[src/rtl/ring_ptr_pkg.sv]
`default_nettype none
// ============================================================================
//  Module      : ring_ptr_pkg
//  Description : Shared constants, helpers and types for the ring pointer
//                controller: default slot-index width and slot count, the
//                occupancy-counter width rule used by the wrap/distance
//                arithmetic, and the per-cycle update selector.
//  Revision    : 1.0 - initial release
// ============================================================================
package ring_ptr_pkg;

    // Default slot-index width and ring slot count.
    localparam int RING_DEFAULT_NBITS = 2;
    localparam int RING_DEFAULT_SIZE  = 4;

    // Occupancy and modular-distance arithmetic use one extra bit so a
    // completely full ring (count == SIZE == 2^NBITS) is representable and
    // no result relies on natural power-of-two wrap.
    function automatic int ring_cnt_width(input int nbits);
        return nbits + 1;
    endfunction

    // Which register-update path is taken in a given cycle.
    typedef enum logic [1:0] {
        RING_OP_HOLD     = 2'd0,
        RING_OP_STEP     = 2'd1,   // alloc and/or free fire
        RING_OP_ROLLBACK = 2'd2,   // truncate younger slots (+ optional free)
        RING_OP_FLUSH    = 2'd3    // drop every occupied slot
    } ring_op_e;

endpackage : ring_ptr_pkg
`default_nettype wire

[src/rtl/ring_wrap_step.sv]
`default_nettype none
// ============================================================================
//  Module      : ring_wrap_step
//  Description : Single-step modular pointer advance for a ring of SIZE slots
//                (SIZE need not be a power of two).
//                UP=1 : o_val = (i_val == SIZE-1) ? 0      : i_val + 1
//                UP=0 : o_val = (i_val == 0)      ? SIZE-1 : i_val - 1
//  Ports       : i_val [NBITS-1:0]  pointer to step
//                o_val [NBITS-1:0]  stepped pointer (combinational)
//  Revision    : 1.0 - initial release
// ============================================================================
module ring_wrap_step
    import ring_ptr_pkg::*;
#(
    parameter int NBITS = RING_DEFAULT_NBITS,
    parameter int SIZE  = RING_DEFAULT_SIZE,
    parameter bit UP    = 1'b1
) (
    input  logic [NBITS-1:0] i_val,
    output logic [NBITS-1:0] o_val
);

    localparam logic [NBITS-1:0] c_last = NBITS'(SIZE - 1);
    localparam logic [NBITS-1:0] c_zero = '0;
    localparam logic [NBITS-1:0] c_one  = NBITS'(1);

    generate
        if (UP) begin : g_up
            // i_val + 1 cannot overflow NBITS bits unless i_val == SIZE-1,
            // which is caught explicitly.
            assign o_val = (i_val == c_last) ? c_zero : (i_val + c_one);
        end else begin : g_down
            assign o_val = (i_val == c_zero) ? c_last : (i_val - c_one);
        end
    endgenerate

endmodule : ring_wrap_step
`default_nettype wire

[src/rtl/ring_ptr_ctrl.sv]
`default_nettype none
// ============================================================================
//  Module      : ring_ptr_ctrl
//  Description : Head/tail/count bookkeeping for a SIZE-slot ring of in-order
//                entries. Slots are allocated at the tail, released oldest
//                first at the head, can be truncated back to a given slot
//                (rollback) or dropped entirely (flush).
//                Priority: flush > rollback > alloc; free combines with
//                rollback and with alloc.
//  Ports       : clk            clock, all state on rising edge
//                reset          synchronous active-low reset
//                alloc_call     request to allocate the tail slot
//                alloc_rdy      allocation accepted this cycle if called
//                alloc_idx      slot index that an allocation receives (tail)
//                free_call      request to release the head slot
//                free_rdy       release accepted this cycle if called
//                free_idx       slot index that a release frees (head)
//                rollback_call  discard every slot younger than rollback_idx
//                rollback_idx   youngest slot to keep (must be occupied)
//                flush_call     discard all occupied slots
//                count          occupied slot count (NBITS+1 bits)
//                empty / full   count == 0 / count == SIZE
//  Revision    : 1.0 - initial release
// ============================================================================
module ring_ptr_ctrl
    import ring_ptr_pkg::*;
#(
    parameter int NBITS = RING_DEFAULT_NBITS,
    parameter int SIZE  = RING_DEFAULT_SIZE
) (
    input  logic             clk,
    input  logic             reset,
    input  logic             alloc_call,
    output logic             alloc_rdy,
    output logic [NBITS-1:0] alloc_idx,
    input  logic             free_call,
    output logic             free_rdy,
    output logic [NBITS-1:0] free_idx,
    input  logic             rollback_call,
    input  logic [NBITS-1:0] rollback_idx,
    input  logic             flush_call,
    output logic [NBITS:0]   count,
    output logic             empty,
    output logic             full
);

    localparam int              CNT_W      = ring_cnt_width(NBITS);
    localparam logic [CNT_W-1:0] c_size_cnt = CNT_W'(SIZE);
    localparam logic [CNT_W-1:0] c_cnt_zero = '0;
    localparam logic [CNT_W-1:0] c_cnt_one  = CNT_W'(1);

    // ------------------------------------------------------------------
    // State
    // ------------------------------------------------------------------
    logic [NBITS-1:0] head_q, head_d;
    logic [NBITS-1:0] tail_q, tail_d;
    logic [CNT_W-1:0] count_q, count_d;

    // ------------------------------------------------------------------
    // Pointer step helpers
    // ------------------------------------------------------------------
    logic [NBITS-1:0] w_head_inc;
    logic [NBITS-1:0] w_tail_inc;
    logic [NBITS-1:0] w_rb_inc;

    ring_wrap_step #(.NBITS(NBITS), .SIZE(SIZE), .UP(1'b1)) u_head_step (
        .i_val (head_q),
        .o_val (w_head_inc)
    );

    ring_wrap_step #(.NBITS(NBITS), .SIZE(SIZE), .UP(1'b1)) u_tail_step (
        .i_val (tail_q),
        .o_val (w_tail_inc)
    );

    ring_wrap_step #(.NBITS(NBITS), .SIZE(SIZE), .UP(1'b1)) u_rb_step (
        .i_val (rollback_idx),
        .o_val (w_rb_inc)
    );

    // ------------------------------------------------------------------
    // Handshake
    // ------------------------------------------------------------------
    logic w_empty;
    logic w_full;
    logic w_alloc_rdy;
    logic w_free_rdy;
    logic w_alloc_fire;
    logic w_free_fire;

    assign w_empty = (count_q == c_cnt_zero);
    assign w_full  = (count_q == c_size_cnt);

    // alloc_rdy looks only at the registered fullness: a free in the same
    // cycle does not open a slot for an alloc when the ring is full.
    assign w_alloc_rdy  = !w_full && !rollback_call && !flush_call;
    assign w_free_rdy   = !w_empty && !flush_call;
    assign w_alloc_fire = alloc_call && w_alloc_rdy;
    assign w_free_fire  = free_call && w_free_rdy;

    // ------------------------------------------------------------------
    // Rollback distance: (rollback_idx - head) mod SIZE, evaluated in
    // CNT_W bits so a non-power-of-two SIZE wraps correctly. When
    // rollback_idx < head the occupied range wraps past SIZE-1, so SIZE is
    // added before subtracting; the sum stays below 2^CNT_W.
    // ------------------------------------------------------------------
    logic [CNT_W-1:0] w_rb_ext;
    logic [CNT_W-1:0] w_head_ext;
    logic [CNT_W-1:0] w_dist;
    logic [CNT_W-1:0] w_free_ext;

    assign w_rb_ext   = {1'b0, rollback_idx};
    assign w_head_ext = {1'b0, head_q};
    assign w_dist     = (rollback_idx >= head_q) ? (w_rb_ext - w_head_ext)
                                                 : (w_rb_ext + c_size_cnt - w_head_ext);
    assign w_free_ext = {{NBITS{1'b0}}, w_free_fire};

    // ------------------------------------------------------------------
    // Update-path selection (priority flush > rollback > alloc/free)
    // ------------------------------------------------------------------
    ring_op_e w_op;

    always_comb begin
        w_op = RING_OP_HOLD;
        if (flush_call) begin
            w_op = RING_OP_FLUSH;
        end else if (rollback_call) begin
            w_op = RING_OP_ROLLBACK;
        end else if (w_alloc_fire || w_free_fire) begin
            w_op = RING_OP_STEP;
        end
    end

    // ------------------------------------------------------------------
    // Next-state computation
    // ------------------------------------------------------------------
    always_comb begin
        head_d  = head_q;
        tail_d  = tail_q;
        count_d = count_q;
        case (w_op)
            RING_OP_FLUSH: begin
                head_d  = tail_q;
                count_d = c_cnt_zero;
            end
            RING_OP_ROLLBACK: begin
                // Keep head..rollback_idx inclusive, minus the head slot if
                // it is released in the same cycle.
                tail_d  = w_rb_inc;
                count_d = w_dist + c_cnt_one - w_free_ext;
                if (w_free_fire) begin
                    head_d = w_head_inc;
                end
            end
            RING_OP_STEP: begin
                if (w_alloc_fire) begin
                    tail_d = w_tail_inc;
                end
                if (w_free_fire) begin
                    head_d = w_head_inc;
                end
                if (w_alloc_fire && !w_free_fire) begin
                    count_d = count_q + c_cnt_one;
                end else if (w_free_fire && !w_alloc_fire) begin
                    count_d = count_q - c_cnt_one;
                end
            end
            default: begin
                head_d  = head_q;
                tail_d  = tail_q;
                count_d = count_q;
            end
        endcase
    end

    // ------------------------------------------------------------------
    // Registers
    // ------------------------------------------------------------------
    always_ff @(posedge clk) begin
        if (!reset) begin
            head_q  <= '0;
            tail_q  <= '0;
            count_q <= '0;
        end else begin
            head_q  <= head_d;
            tail_q  <= tail_d;
            count_q <= count_d;
        end
    end

    // ------------------------------------------------------------------
    // Outputs
    // ------------------------------------------------------------------
    assign alloc_rdy = w_alloc_rdy;
    assign free_rdy  = w_free_rdy;
    assign alloc_idx = tail_q;
    assign free_idx  = head_q;
    assign count     = count_q;
    assign empty     = w_empty;
    assign full      = w_full;

endmodule : ring_ptr_ctrl
`default_nettype wire

[config.mk]
export PLATFORM = sky130hd
export DESIGN_NAME = ring_ptr_ctrl
export DESIGN_NICKNAME = d
export VERILOG_FILES = /design/src/rtl/ring_ptr_pkg.sv /design/src/rtl/ring_wrap_step.sv /design/src/rtl/ring_ptr_ctrl.sv
export SDC_FILE = /design/constraint.sdc
export NUM_CORES = 1
export LEC_CHECK = 0
export BUFFER_PORTS_ARGS = -buffer_cell sky130_fd_sc_hd__buf_4
export CELL_PAD_IN_SITES_DETAIL_PLACEMENT = 1
export CELL_PAD_IN_SITES_GLOBAL_PLACEMENT = 2
export CORE_MARGIN = 3
export CORE_UTILIZATION = 26
export CTS_CLUSTER_DIAMETER = 60
export CTS_CLUSTER_SIZE = 12
export DETAILED_ROUTE_END_ITERATION = 7
export HOLD_SLACK_MARGIN = 0.15
export PLACE_DENSITY_LB_ADDON = 0.1
export SETUP_SLACK_MARGIN = 0.02
export SLEW_MARGIN = 20
export SYNTH_ARGS = -nofsm -noshare
export SYNTH_HDL_FRONTEND = slang
export SYNTH_SLANG_ARGS = --single-unit
[constraint.sdc]
create_clock -name clk -period 2.1 [get_ports clk]
set_input_delay 0.21 -clock clk [delete_from_list [all_inputs] [get_ports clk]]
set_output_delay 0.21 -clock clk [all_outputs]
set_load 0.05 [all_outputs]
======== After elaboration in Yosys (flattened, before gate mapping) ========
Cells that the tools add are included.
operators by class
  equal/unequal tests ..................... 10
  muxes and demuxes ....................... 14
  magnitude comparators ................... 1
  reductions and logical operators ........ 22
  add/sub/neg operators ................... 10
operator list
  operator                                                                  count
  2-bit 2-to-1 mux                                                          7
  2-bit == test (second input constant)                                     5
  3-bit 2-to-1 mux                                                          3
  3-bit case mux with 3 select lines                                        1
  2-bit case mux with 2 select lines                                        2
  1-bit logical AND                                                         7
  2-bit by 1-bit adder with 2-bit output (second input constant)            3
  3-bit by 1-bit adder with 3-bit output (second input constant)            2
  1-bit zero test                                                           6
  2-bit AND reduction                                                       3
  2-bit nonzero test                                                        2
  2-bit by 3-bit adder with 3-bit output (second input constant)            1
  3-bit == test (second input constant)                                     1
  3-bit zero test                                                           1
  3-bit inequality test (second input constant)                             1
  3-bit nonzero test                                                        1
  2-bit by 2-bit subtractor with 3-bit output                               1
  3-bit by 1-bit subtractor with 3-bit output                               1
  3-bit by 1-bit subtractor with 3-bit output (second input constant)       1
  3-bit by 2-bit subtractor with 3-bit output                               1
  2-bit by 1-bit == test with 1-bit output (second input constant)          1
  2-bit >= comparator                                                       1
  2-bit by 1-bit inequality test with 1-bit output (second input constant)  1
  2-bit inequality test (second input constant)                             1
  3 further kinds                                                           3
word-level totals
  register bits ........................... 7
  output and inout port bits .............. 11
  word-level logic and storage cells ...... 60
  input bits .............................. 8

======== Logic depth before layout (Yosys ltp) ========
Gate-level depths: netlist of run 1.
  word-level depth ........................ 13
  mapped depth ............................ 9
  gate-level depth less buffers ........... 9

======== Cells and area by module ========
Synthesis of run 1 repeated with hierarchy kept, for this count alone.
second synthesis, totals
  cells, all modules ...................... 75
  area total of the unflattened synthesis .. 623.1 um2
by module, submodules not included
  module          cells each  area an instance (um2)  sequential area each (um2)  instances
  ring_ptr_ctrl   69          574.3                   140.1                       1
  ring_wrap_step  2           16.3                    0.0                         3

======== Worst setup path before layout of run 1 ========
OpenSTA, ideal clock, no wires.
  kind .................................... flip-flop to flip-flop
  from .................................... register count_q[0], in the netlist count[0]
  to ...................................... register count_q[2], in the netlist count[2]
  path slack .............................. -1348 ps
  arrival time ............................ 3389 ps
  required time ........................... 2042 ps
  library setup time ...................... 58 ps
  path buffers ............................ 0
  clock period less this slack ............ 3448 ps
  stages on the path, launching flop included .. 10
  cell sequence ........................... dfxtp_1 or3_1 inv_1 nor2_1 nand2_1 ha_1 fa_1 xor2_1 a2111oi_0 a211o_1
between the ends
  elaborated cells on any way between the ends .. 29
  those cells by class .................... 3 x add/sub; 5 x eq/ne; 6 x mux; 15 x reduce/logical
RTL lines
  item                                                                                 RTL line              RTL
  from (decl)                                                                          ring_ptr_ctrl.sv:57   logic [CNT_W-1:0] count_q, count_d;
  from (signal assigned)                                                               ring_ptr_ctrl.sv:187  count_q <= count_d;
  3-bit zero test *                                                                    ring_ptr_ctrl.sv:91   assign w_empty = (count_q == c_cnt_zero);
  net empty                                                                            ring_ptr_ctrl.sv:43   output logic empty,
  1-bit zero test *                                                                    ring_ptr_ctrl.sv:97   assign w_free_rdy = !w_empty && !flush_call;
  1-bit logical AND *                                                                  ring_ptr_ctrl.sv:97
  net free_rdy                                                                         ring_ptr_ctrl.sv:37   output logic free_rdy,
  1-bit logical AND *                                                                  ring_ptr_ctrl.sv:99   assign w_free_fire = free_call && w_free_rdy;
  1-bit logical OR                                                                     ring_ptr_ctrl.sv:129  end else if (w_alloc_fire || w_free_fire) begin
  1-bit 2-to-1 mux                                                                     ring_ptr_ctrl.sv:129
  2-bit 2-to-1 mux                                                                     ring_ptr_ctrl.sv:127  end else if (rollback_call) begin
  2-bit 2-to-1 mux                                                                     ring_ptr_ctrl.sv:125  if (flush_call) begin
  2-bit by 1-bit == test with 1-bit output / 2-bit == test (equally long branches)     ring_ptr_ctrl.sv:141  case (w_op)
  3-bit inequality test (no source line) / 3-bit nonzero test (equally long branches)  n/a
  2-bit AND reduction (no source line)                                                 n/a
Mark *: on every way through the listed nets, which the timed path passes. The rest lies on a longest branch. The select of a mux whose other input is x is not followed.
A chain may end at the register's enable or synchronous reset.

======== Final worst setup path of run 1 ========
  from .................................... register count_q[1], in the netlist count[1]
  to ...................................... register count_q[2], in the netlist count[2]
between the ends
  word-level cells in the longest chain between the ends .. 12
  elaborated cells on any way between the ends .. 29
  those cells by class .................... 3 x add/sub; 5 x eq/ne; 6 x mux; 15 x reduce/logical
ends and longest elaborated chain
  item                                                                                 RTL line              RTL
  3-bit == test                                                                        ring_ptr_ctrl.sv:92   assign w_full = (count_q == c_size_cnt);
  1-bit zero test                                                                      ring_ptr_ctrl.sv:96   assign w_alloc_rdy = !w_full && !rollback_call && !flush_call;
  1-bit logical AND (2 in series)                                                      ring_ptr_ctrl.sv:96
  1-bit logical AND                                                                    ring_ptr_ctrl.sv:98   assign w_alloc_fire = alloc_call && w_alloc_rdy;
  1-bit logical OR                                                                     ring_ptr_ctrl.sv:129
  1-bit 2-to-1 mux                                                                     ring_ptr_ctrl.sv:129
  2-bit 2-to-1 mux                                                                     ring_ptr_ctrl.sv:127
  2-bit 2-to-1 mux                                                                     ring_ptr_ctrl.sv:125
  2-bit by 1-bit == test with 1-bit output / 2-bit == test (equally long branches)     ring_ptr_ctrl.sv:141
  3-bit inequality test (no source line) / 3-bit nonzero test (equally long branches)  n/a
  2-bit AND reduction (no source line)                                                 n/a
Parallel ways exist; a longest one is shown, timed or not. The select of a mux whose other input is x is not followed.

==> results.md, run 1 <==
* Status: finished with violations
* Failing checks: setup timing
* Crit Path Class: flop to flop
* Synth unique cells at 38
* Worst-case vdd ir drop at 314 µV
* Crit Reg-Reg Endpoint: count[2]
* Final net count at 137
* CP startpoint: count[1]
* Crit path max fanout at 2
* Yosys top cell area share at 19.7%
* PwrDens at 500 nW/µm²
* Fmax at 0.449 GHz
* Final Core Density at roughly 45%
* Clk_skew at 3.79 ps
* Clock buffer depth at 2
* Worst hold path type: input port to flop
* Die width at about 58 µm
* Final setup fails at 1
* Worst-path clk slew at 60 ps
* Yosys top cell by area: dfxtp_1
* Synth top area cells: dfxtp_1 20%, ha_1 16%, inv_1 6.9%, fa_1 5.6%, a211oi_1 4.2%
* Worst Setup End Kind: flop
* Leak at around 0.52 nW
* Vias in the first global route at 826
* Area of the die at 3400 µm²
* Sink Count at 7
* Async S/R FF share, synth at 0%
* Hold buffers post-CTS at 0
* # placed instances at 140
* Row count at 18
* Synthesized area at 712 µm²
* Final Hold Fails at 0
* Hold Path Stages at 2
* Commonest non-fill, non-tap cell in the layout: buf_4
* Mean post-synth cell area at around 8.7 µm²
* Chip height at 58.3 µm
* Final ANT Viol Nets at 0
* Post-synthesis sequential area ratio at between 10% and 20%
* Total congestion overflow at 0
* Worst reg-to-reg path cell count at 9
* Area delta synth->final at 60.6%
* Smallest hold slack at between 200 and 250 ps
* Clock root buffer: clkbuf_4
* Number of synthesized flops with an enable pin at 0
* DP Wirelength at 1820 µm
* DR WL/cell at between 15 and 20 µm
* Worst setup path end: count[2]
* Drt first pass iters at 4
* RSZ-0062 raised after global routing: true
* Clk_lat worst skew at 260 ps
* Non-filler cells in the finished layout at between 100 and 150
* H-tree Lvls at 1
* Routed wire length at 2260 µm
* First-pass GRT wire length at 3840 µm
* Vias per cell at 5.19
* R2R setup slack at -130 ps
* Worst setup slack after layout at -129 ps
* # port buffers at 18
* CTS tree: yes
* DRC at 0
* Crit path DAT at 2380 ps
* Fin crit share at 106%
* Worst slew pin tran at between 200 and 300 ps
* Mapped Cells at 82
* Crit path time final at around 2200 ps
* Gpl congestion at 0.724
* Share of cells above drive strength 1 at between 50% and 60%
* Post-synthesis net count at 101
* Antenna violations before repair at 0
* CTS buffer count at 3
* Slew margin rel. at 82.1%
* CORE AREA at 2540 µm²
* ANT cells at 0
* I/O pin total at 19
* Critical path startpoint category: flop
* CP Data Required Time at 2250 ps
* Largest net degree at the start of global routing at 11
* Max Slew Vio Count at 0
* 1st-iter DRT viols at 21
* Most used flip-flop cell after synthesis: dfxtp_1
* Ys Warns at 0
* FF-to-FF Start: count[1]
* Initial core utilization at 28.0%
* Overall Global Routing Usage at between 10% and 20%
* Max Cap Violations at 0
* Commonest cells after routing, fill and taps aside: 31 x buf_4, 11 x inv_1, 7 x ha_1
* #FFs+latches synth at 7
* Total number of vias at 763
per-layer routing:
| metal | part of all wire (%) | vias to the layer above | track usage [%] | routed length [µm] |
|---|---|---|---|---|
| met2 | 51 | 18 | 24.9 | 1140 |
| met5 | 0 | - | 0 | 0 |
| li1 | - | 369 | - | - |
| met4 | 2.2 | 0 | 8.94 | 49 |
| met1 | 43 | 371 | 18.7 | 976 |
| met3 | 3.8 | 5 | 3.07 | 85 |
synth_stat cells, types with 2 or more instances:
master	number
inv_1	13
ha_1	9
dfxtp_1	7
a211oi_1	4
nand2_1	4
nor2_1	4
a21boi_0	2
a311o_1	2
fa_1	2
mux2i_1	2
nand2b_1	2
nand3b_1	2
nor2b_1	2
o311a_1	2
or3_1	2
state kept, by name, indices dropped and copies added, names as in the netlist:
| signal | count |
|---|---|
| alloc_idx | 2 |
| count | 3 |
| free_idx | 2 |
critical path, stage by stage (launching register included):
cell	delay, ps
dfxtp_4	340
or3b_4	410
clkinvlp_4	100
nor2_4	30
and2_4	140
ha_4	160
fa_2	350
xor2_2	160
o2111a_1	150
a211o_1	270
worst min path at each step:
stage	start	endpoint	slack (ps)
finish	reset	free_idx[0]	240
global route	reset	free_idx[0]	230
CTS	reset	free_idx[0]	230
detailed placement	reset	free_idx[0]	510
global placement	reset	free_idx[0]	520
floorplan	reset	free_idx[0]	340
through the flow:
step           setup TNS (ps)  total power, mW  setup WS [ps]  instance area, µm²
5_1_grt                  -382            0.618           -189                1140
4_1_cts                  -145            0.574           -145                1110
3_3_place_gp             -131            0.427           -131                1070
3_5_place_dp             -193            0.433           -193                1070
6_report                 -129            0.572           -129                1140
2_1_floorplan           -1520            0.337           -510                 820
cell type report:
type / count / area [µm²]
Clock buffer: 4 / 26.3
Sequential cell: 7 / 151
Multi-Input combinational cell: 60 / 617
Tap cell: 30 / 37.5
Timing Repair Buffer: 33 / 255
Inverter: 13 / 56.3
Fill cell: 312 / 1400
where the power goes:
| group | internal [mW] | total (mW) | switching [mW] |
|---|---|---|---|
| combinational | 0.123 | 0.289 | 0.166 |
| sequential | 0.142 | 0.151 | 0.00950 |
| clock | 0.0730 | 0.131 | 0.0578 |
| total | 0.338 | 0.572 | 0.234 |
repair_timing:
action,in CTS,in global routing
pin swaps,3,7
endpoints found under the setup margin,2,4
resized for setup,4,3
buffers inserted,0,3
kinds of logic after synthesis:
family | count (synthesis) | share of synthesized area, %
xor+xnor | 2 | 2.46
compound gates | 19 | 22.8
fa+ha+maj | 11 | 21.4
simple gates | 26 | 21.6
mux | 2 | 2.81
flops | 7 | 19.7
buf+inv | 15 | 9.14
No activity file was read; power rests on OpenSTA's default activity.
==> run 2: changes to the inputs <==
Settings changed: CORE_MARGIN 3 to unset, CORE_UTILIZATION 26 to 25, SYNTH_HIERARCHICAL set to 1.
==> run 2 against run 1 <==
The flow now finishes without violations. Cell count decreased by 14%. Worst setup slack better by 280 ps. Die area is 21% lower. Clock power shrank 4%. Core utilization decreased by 6.7 points. Sequential share of layout area rose by 4.2 points. Non-clock buffer count fell by 13. Clock skew up 5.7 ps. Power fell by 12%. Final area is 24% lower. Synthesized area is 12% lower. Via count shrank 25%. Critical path type unchanged. Critical endpoint unchanged. Highest routed layer unchanged.
==> results.md, run 2 <==
* DR WL/cell at roughly 12 µm
* Final TNS setup at 0 ps
* Clock buffer depth at 2
* Final Hold Fails at 0
* I/O pin total at 19
* Yosys top cell by area: dfxtp_1
* DRC at 0
* Async S/R FF share, synth at 0%
* Initial core utilization at 27.4%
* Leak at 0.402 nW
* Chip height at 51.9 µm
* Worst-path clk slew at roughly 60 ps
* Worst hold start: reset
* First-pass GRT wire length at 2620 µm
* CP startpoint: count[2]
* Post-synthesis mux area share at under 10%
* Worst-case vdd ir drop at 203 µV
* Clk_skew at 9.49 ps
* Area delta synth->final at 39.6%
* Drt first pass iters at 2
* Sink Count at 7
* Ys Warns at 6
* CTS tree: yes
* Critical path startpoint category: flop
* CORE AREA at 2280 µm²
* Max Cap Violations at 0
* Top-count cell post-synth: inv_1
* Overall Global Routing Usage at a little over an eighth
* Most used flip-flop cell after synthesis: dfxtp_1
* H-tree Lvls at 1
* Fmax at 0.514 GHz
* PwrDens at 577 nW/µm²
* Commonest non-fill, non-tap cell in the layout: buf_4
* Power Total at 501 µW
* Synth unique cells at 22
* Antenna violations before repair at 0
* Post-synthesis sequential area ratio at 22.5%
* Row count at 17
* Post-synthesis net count at 94
* Routed wire length at 1520 µm
* Crit Path Class: flop to flop
* Gpl congestion at just over 0.7
* Commonest cells after routing, fill and taps aside: 20 x buf_4, 11 x inv_1, 8 x ha_1
* Area of the die at 2700 µm²
* Crit path max fanout at 4
* Synth Area in XOR/XNOR at 5.62%
* Largest net degree at the start of global routing at 9
* Yosys top cell area share at ~22%
* 1st-iter DRT viols at 4
* Main combinational cell family by area after synthesis: adder cells
* Final ANT Viol Nets at 0
* Slew margin rel. at 74.4%
* #FFs+latches synth at 7
* Hold buffers post-CTS at 0
* Postcts setup bufs at 0
* Worst hold path type: input port to flop
* Share of cells above drive strength 1 at 35.7%
* Final net count at 118
* Post-cts sizing count at 0
* Worst Setup End Kind: flop
* Synth top area cells: dfxtp_1 22%, ha_1 18%, inv_1 6.6%, fa_1 6.4%, mux2i_1 6.4%
* Total congestion overflow at 0
* Crit path DAT at 2120 ps
* Die width at 51.9 µm
* DP Wirelength at 1330 µm
* Fin crit share at 92.7%
* Worst slew pin tran at 382 ps
* # port buffers at 18
* Status: complete, no violations
* Number of synthesized flops with an enable pin at 0
* Synth Area in Simple Gates at 17.3%
* Post-synth top cells: 11 x inv_1, 9 x ha_1, 7 x a21oi_1, 7 x dfxtp_1, 7 x nand2_1
* Adder-cell share of the synthesized area at around a quarter
* Mean post-synth cell area at 8.31 µm²
* Synth Area in Compound Gates at between 10% and 20%
* FF-to-FF Start: count[2]
* Max Slew Vio Count at 0
* CP Data Required Time at between 2000 and 2500 ps
* Max reg flops at 3
* RSZ-0062 raised after global routing: false
* Synthesized area at 623 µm²
* Clk_lat worst skew at 250 ps
* Vias per cell at around 4.5
* Total number of vias at ~570
* Final setup fails at 0
* Vias in the first global route at 535
* Mapped Cells at 75
* Clock root buffer: clkbuf_4
* CTS buffer count at 3
* Crit path time final at around 2000 ps
* ANT cells at 0
* Final Core Density at 38.2%
run 2: report_power, final:
| group | leakage, nW | internal (mW) | switching [mW] |
|---|---|---|---|
| clock network | 0.0150 | 0.0728 | 0.0536 |
| logic | 0.327 | 0.0826 | 0.134 |
| registers | 0.0598 | 0.142 | 0.0158 |
| total | 0.402 | 0.298 | 0.204 |
run 2: worst max-delay path, stage by stage, from the launching register on:
cell     delay (ps)
dfxtp_4         370
nor3b_4         230
nor2_1           70
nand3_1          90
inv_1            60
ha_2            200
fa_2            330
xor2_1          160
nand2_1          80
xor2_1          160
a21oi_1         130
run 2: cell type report:
| type | count | area, µm² |
|---|---|---|
| clock buffer | 4 | 26.3 |
| sequential | 7 | 151 |
| fill | 288 | 1410 |
| tap | 28 | 35.0 |
| multi-input combinational | 56 | 465 |
| timing repair buffer | 20 | 150 |
| inverter | 11 | 41.3 |
run 2: final timing paths:
kind              cells past startpoint  slack [ps]           end
hold / removal                        3         240   free_idx[0]
hold reg to reg                       2         560  alloc_idx[1]
setup reg to reg                     10         150      count[2]
setup / recovery                     10         150      count[2]
run 2: routing by layer:
metal | vias to the layer above | GRT usage [%] | routed length, µm
met5 | - | 0 | 0
met1 | 259 | 19.5 | 794
met4 | 0 | 5.41 | 17
met3 | 2 | 2.92 | 70
li1 | 299 | - | -
met2 | 13 | 18.8 | 639
run 2: through the flow:
| stage | instance area, µm² | hold slack, ps | setup slack, ps | cells |
|---|---|---|---|---|
| floorplan | 669 | 352 | -230 | 75 |
| global placement | 836 | 506 | 200 | 121 |
| detailed placement | 836 | 510 | 149 | 121 |
| CTS | 862 | 238 | 126 | 125 |
| global route | 870 | 245 | 10.6 | 126 |
| finish | 870 | 242 | 154 | 126 |
run 2: kinds of logic (layout without fill, tap and decap cells):
logic type | Yosys count | count (layout)
muxes | 4 | 4
xor gates and xnor gates | 4 | 4
buffers and inverters | 12 | 35
and+or+nand+nor | 22 | 22
adders and majority gates | 11 | 11
DFF | 7 | 7
AOI/OAI and AO/OA | 15 | 15
